File: config.mk
export PLATFORM = sky130hd
export DESIGN_NAME = rand_scheduler
export DESIGN_NICKNAME = d
export VERILOG_FILES = /design/src/rtl/rand_scheduler.sv
export SDC_FILE = /design/constraint.sdc
export NUM_CORES = 1
export LEC_CHECK = 0
export CAP_MARGIN = 0
export CORE_ASPECT_RATIO = 0.6
export CORE_MARGIN = 3
export CORE_UTILIZATION = 40
export CTS_CLUSTER_DIAMETER = 150
export CTS_CLUSTER_SIZE = 25
export DETAILED_ROUTE_END_ITERATION = 16
export GPL_ROUTABILITY_DRIVEN = 0
export PLACE_DENSITY = 0.68
export SLEW_MARGIN = 20
export SYNTH_ARGS = -nofsm -noshare
export SYNTH_HDL_FRONTEND = slang
export SYNTH_SLANG_ARGS = --single-unit
File: constraint.sdc
create_clock -name clk -period 2.9 [get_ports clk]
set_input_delay 0.58 -clock clk [delete_from_list [all_inputs] [get_ports clk]]
set_output_delay 0.58 -clock clk [all_outputs]
set_load 0.01 [all_outputs]
File: src/rtl/rand_scheduler.sv
// Round-robin scheduler sharing one 8-bit XNOR LFSR among NREQ requesters;
// the winner's snapshot is reduced modulo its limit by repeated subtraction.
module rand_scheduler #(
    parameter int          NREQ = 4,
    parameter logic [7:0]  SEED = 8'h00
) (
    input  logic                clk,
    input  logic                rst,
    input  logic [NREQ-1:0]     req,
    input  logic [8*NREQ-1:0]   limit,
    input  logic                seed_we,
    input  logic [7:0]          seed_in,
    output logic [NREQ-1:0]     gnt,
    output logic [7:0]          rnd_out,
    output logic                rnd_valid,
    output logic                busy,
    output logic [7:0]          lfsr_q
);

    localparam int         IW      = (NREQ > 2) ? $clog2(NREQ) : 1;
    // All-ones is the XNOR lock-up state, so it is never allowed as a start value.
    localparam logic [7:0] SEED_OK = (SEED == 8'hFF) ? 8'h00 : SEED;

    typedef enum logic [1:0] {IDLE, REDUCE, DONE} state_t;

    state_t          state;
    logic [IW-1:0]   ptr;
    logic [IW-1:0]   idx;
    logic [7:0]      acc;
    logic [7:0]      lim;

    logic            found;
    logic [IW-1:0]   win_idx;
    logic [IW-1:0]   cand;
    logic [7:0]      win_lim;

    // NOTE: sequential state uses non-blocking assignments so every register
    // samples the pre-edge values, regardless of block ordering.
    always_ff @(posedge clk or negedge rst) begin
        if (!rst) begin
            lfsr_q <= SEED_OK;
        end else if (seed_we) begin
            lfsr_q <= (seed_in == 8'hFF) ? 8'h00 : seed_in;
        end else if (lfsr_q == 8'hFF) begin
            lfsr_q <= 8'h00;
        end else begin
            lfsr_q <= {lfsr_q[6:0], ~(lfsr_q[7] ^ lfsr_q[6])};
        end
    end

    // NOTE: every combinational output gets a default before the loop, so no
    // path leaves a value unassigned and no latch is inferred.
    always_comb begin
        found   = 1'b0;
        win_idx = '0;
        win_lim = 8'h00;
        cand    = '0;
        for (int k = 0; k < NREQ; k++) begin
            cand = IW'((int'(ptr) + k) % NREQ);
            if (!found && req[cand]) begin
                found   = 1'b1;
                win_idx = cand;
            end
        end
        for (int k = 0; k < NREQ; k++) begin
            if (win_idx == IW'(k)) begin
                win_lim = limit[8*k +: 8];
            end
        end
    end

    always_ff @(posedge clk or negedge rst) begin
        if (!rst) begin
            state     <= IDLE;
            ptr       <= '0;
            idx       <= '0;
            acc       <= 8'h00;
            lim       <= 8'h00;
            gnt       <= '0;
            rnd_out   <= 8'h00;
            rnd_valid <= 1'b0;
            busy      <= 1'b0;
        end else begin
            case (state)
                IDLE: begin
                    if (found) begin
                        acc   <= lfsr_q;
                        lim   <= win_lim;
                        idx   <= win_idx;
                        busy  <= 1'b1;
                        state <= REDUCE;
                    end
                end
                REDUCE: begin
                    // lim == 0 means full range: the snapshot passes through.
                    if (lim == 8'h00 || acc < lim) begin
                        gnt       <= NREQ'(1) << idx;
                        rnd_out   <= acc;
                        rnd_valid <= 1'b1;
                        state     <= DONE;
                    end else begin
                        acc <= acc - lim;
                    end
                end
                DONE: begin
                    gnt       <= '0;
                    rnd_valid <= 1'b0;
                    busy      <= 1'b0;
                    ptr       <= (idx == IW'(NREQ - 1)) ? '0 : idx + 1'b1;
                    state     <= IDLE;
                end
                default: state <= IDLE;
            endcase
        end
    end

endmodule

==> impl_metrics.env <==
export IMPL_status="finished, final reports clean"
export IMPL_route_detailed_drc=0
export IMPL_finalSetupViolations=0
export IMPL_dr_pass1_iters=4
export IMPL_grt_max_degree=45
export IMPL_synth_seq_cells=44
export IMPL_final_area_sq_um=3530
export IMPL_r2r_end="rnd_out[0]"
export IMPL_post_dp_cell_area_sq_um=3380
export IMPL_clkSinkCount=44
export IMPL_p_total_uw=3870
export IMPL_yosysTopAreaCell="dfrtp_1"
export IMPL_cts_setup_buffers=0
export IMPL_grt_pass1_wl_um=10600
export IMPL_synth_enable_flop_cells=0
export IMPL_worstSetupStartpoint="acc[0]"
export IMPL_synth_nets=305
export IMPL_num_io_pins=69
export IMPL_irDropWorstVdd_uv=478
export IMPL_fmax_ghz=0.394
export IMPL_cts_made_buffers=5
export IMPL_synthTopCellsByArea="dfrtp_1 42%, ha_1 6.2%, mux2_2 4.3%, mux2i_1 3.4%, nor4_1 2.6%"
export IMPL_leakage_uw=0.00152
export IMPL_dp_hpwl_um=5110
export IMPL_wl_met1_um=3380
export IMPL_clk_insertion_delay_late_ps=290
export IMPL_drv_cap=0
export IMPL_end_kind="flip-flop"
export IMPL_slew_headroom_pct=48.2
export IMPL_synthMuxAreaShare_pct=7.73
export IMPL_synth_area_sq_um=2620
export IMPL_die_x_um=111
export IMPL_finClkSkew_ps=5.30
export IMPL_r2r_cells=10
export IMPL_yosys_area_share_adder_pct=6.96
export IMPL_synth_compound_area_share_pct=21.7
export IMPL_dieArea_sq_um=7600
export IMPL_period_needed_ps=2540
export IMPL_dpl_cell_count=393
export IMPL_path_clk_slew_ps=80
export IMPL_first_iter_violations=155
export IMPL_tns_ps=0
export IMPL_ys_flop_type="dfrtp_1"
export IMPL_rows=22
export IMPL_wl_met2_um=2660
export IMPL_cts_buffer_depth=2
export IMPL_r2r_start="acc[0]"
export IMPL_synth_top_family_by_area="compound AO/OA/AOI/OAI gates"
export IMPL_synth_distinct_cells=58
export IMPL_synthSimpleGateAreaFrac_pct=15.8
export IMPL_yosysSeqAreaShare_pct=42.0
export IMPL_worstPathArrival_ps=2720
export IMPL_postRouteAntennaNets=0
export IMPL_fin_crit_sh_pct=87.6
export IMPL_n_fill_cell=586
export IMPL_synth_xor_area_share_pct=0.668
export IMPL_io_buffers=68
export IMPL_cp_required_ps=3080
export IMPL_antennaDiodeCount=0
export IMPL_nets=378
export IMPL_worst_slew_pin_slew_ps=770
export IMPL_tritoncts="built"
export IMPL_core_area_sq_um=6220
export IMPL_hold_violations=0
export IMPL_crit_fanout=10
export IMPL_crit_end="rnd_out[0]"
export IMPL_cts_max_level=2
export IMPL_die_y_um=68.7
export IMPL_highest_layer="met4"
export IMPL_synthCells=244
export IMPL_yosys_warnings=0
export IMPL_cp_start_kind="flip-flop"
export IMPL_rsz0062_at_grt="no"
export IMPL_yosys_area_top_type_share_pct=42.0
export IMPL_postSynthAreaPerCell_sq_um=10.8
export IMPL_cts_root_buf="clkbuf_8"
export IMPL_start_util_pct=42.2
export IMPL_routed_via_density=5.44
export IMPL_wl_per_cell_um=16.1
export IMPL_cts_resized_gates=0
export IMPL_synth_async_reset_ratio_pct=100
export IMPL_instances_no_fill=402
export IMPL_p_per_area_nw_per_um2=1100
export IMPL_drive_above_1_share_pct=11.9
export IMPL_min_path_type="input pin to asynchronous set/reset pin"
export IMPL_grt_pass1_vias=2065
export IMPL_grt_overflow_total=0
export IMPL_grt_use_total_pct=17.6
export IMPL_cts_hold_buf=0
export IMPL_met3WireLength_um=390
export IMPL_num_vias=2186
export IMPL_antenna_found_initial=0
export IMPL_drv_slew=0
export IMPL_finish_utilization_pct=56.7
export IMPL_areaGrowthSynthToFinish_pct=34.4
export IMPL_finalWirelength_um=6450
export IMPL_rrSetupSlack_ps=360
export IMPL_crit_type="flip-flop to flip-flop"
==> synth_stat cells (7+ instances only) <==
cell type and instances:
mux2i_1 9, a22o_1 7, nor2_1 7, dfrtp_1 44, a211oi_1 9, o41ai_1 7, nand2_1 15, mux2_2 10
inv_1 17, nor4_1 11, o21ai_0 7, ha_1 13
==> sequential cells by signal, summed over array words and instances (netlist names) <==
register,flops
idx,2
rnd_valid,1
acc,8
gnt,4
lim,8
ptr,2
rnd_out,8
busy,1
lfsr_q,8
state,2
==> through the flow <==
step	worst slack (ps)	hold slack, ps
floorplan	653	284
global placement	391	487
detailed placement	340	494
CTS	385	474
global route	190	228
finish	361	208
==> cell families (layout without fill, tap and decap cells) <==
family / Yosys count / after routing
compound gates: 71 / 71
simple gates: 68 / 68
flops: 44 / 44
buf+inv: 26 / 100
mux: 19 / 19
fa+ha+maj: 14 / 14
xor+xnor: 2 / 2
==> power breakdown <==
part / internal (uW) / switching (uW) / total (uW) / leakage (uW)
clock: 304 / 203 / 507 / 0.0000645
sequential: 880 / 211 / 1090 / 0.000526
combinational: 1090 / 1180 / 2270 / 0.000927
total: 2280 / 1590 / 3870 / 0.00152
==> layout make-up <==
cell class	count	area, sq um	share of cell area, %
well taps	84	105	2.98
inverters	17	63.8	1.81
multi-input cells	174	1390	39.4
clock buffers	7	96.3	2.73
flip-flops and latches	44	1100	31.2
repair buffers	75	741	21.0
clock inverters	1	30.0	0.852
==> worst min path at each step <==
| stage | to | startpoint |
|---|---|---|
| 2_1_floorplan | acc[0] | rst |
| 3_3_place_gp | rnd_out[6] | rnd_out[6] |
| 3_5_place_dp | rnd_out[3] | rnd_out[3] |
| 4_1_cts | gnt[1] | rst |
| 5_1_grt | gnt[1] | rst |
| 6_report | rnd_out[7] | rst |
==> critical path: stages, from the launching register on <==
cell and delay [ps]:
dfrtp_1 400, inv_1 80, ha_1 170, inv_1 50
fa_1 430, a211oi_1 260, buf_4 170, o21ai_2 70
o211ai_2 170, nand2_2 270, mux2_2 340
==> placed cells by master, fill, tap and decap left out, types with 5 or more instances in the layout <==
master / instances
a211oi_1: 9
a21o_1: 5
a21oi_1: 5
a221o_1: 5
a22o_1: 7
and2_1: 5
buf_4: 6
clkbuf_8: 7
clkdlybuf4s50_1: 67
dfrtp_1: 44
ha_1: 13
inv_1: 17
mux2_2: 10
mux2i_1: 9
nand2_1: 15
nor2_1: 7
nor2b_1: 5
nor4_1: 11
o21ai_0: 7
o41ai_1: 7
==> per-layer routing <==
metal	vias to the layer above	GRT usage, %
li1	1082	-
met1	1049	27.4
met2	52	24.5
met3	3	4.10
met4	0	3.23
met5	-	0
Power figures use the tool's default switching activity.
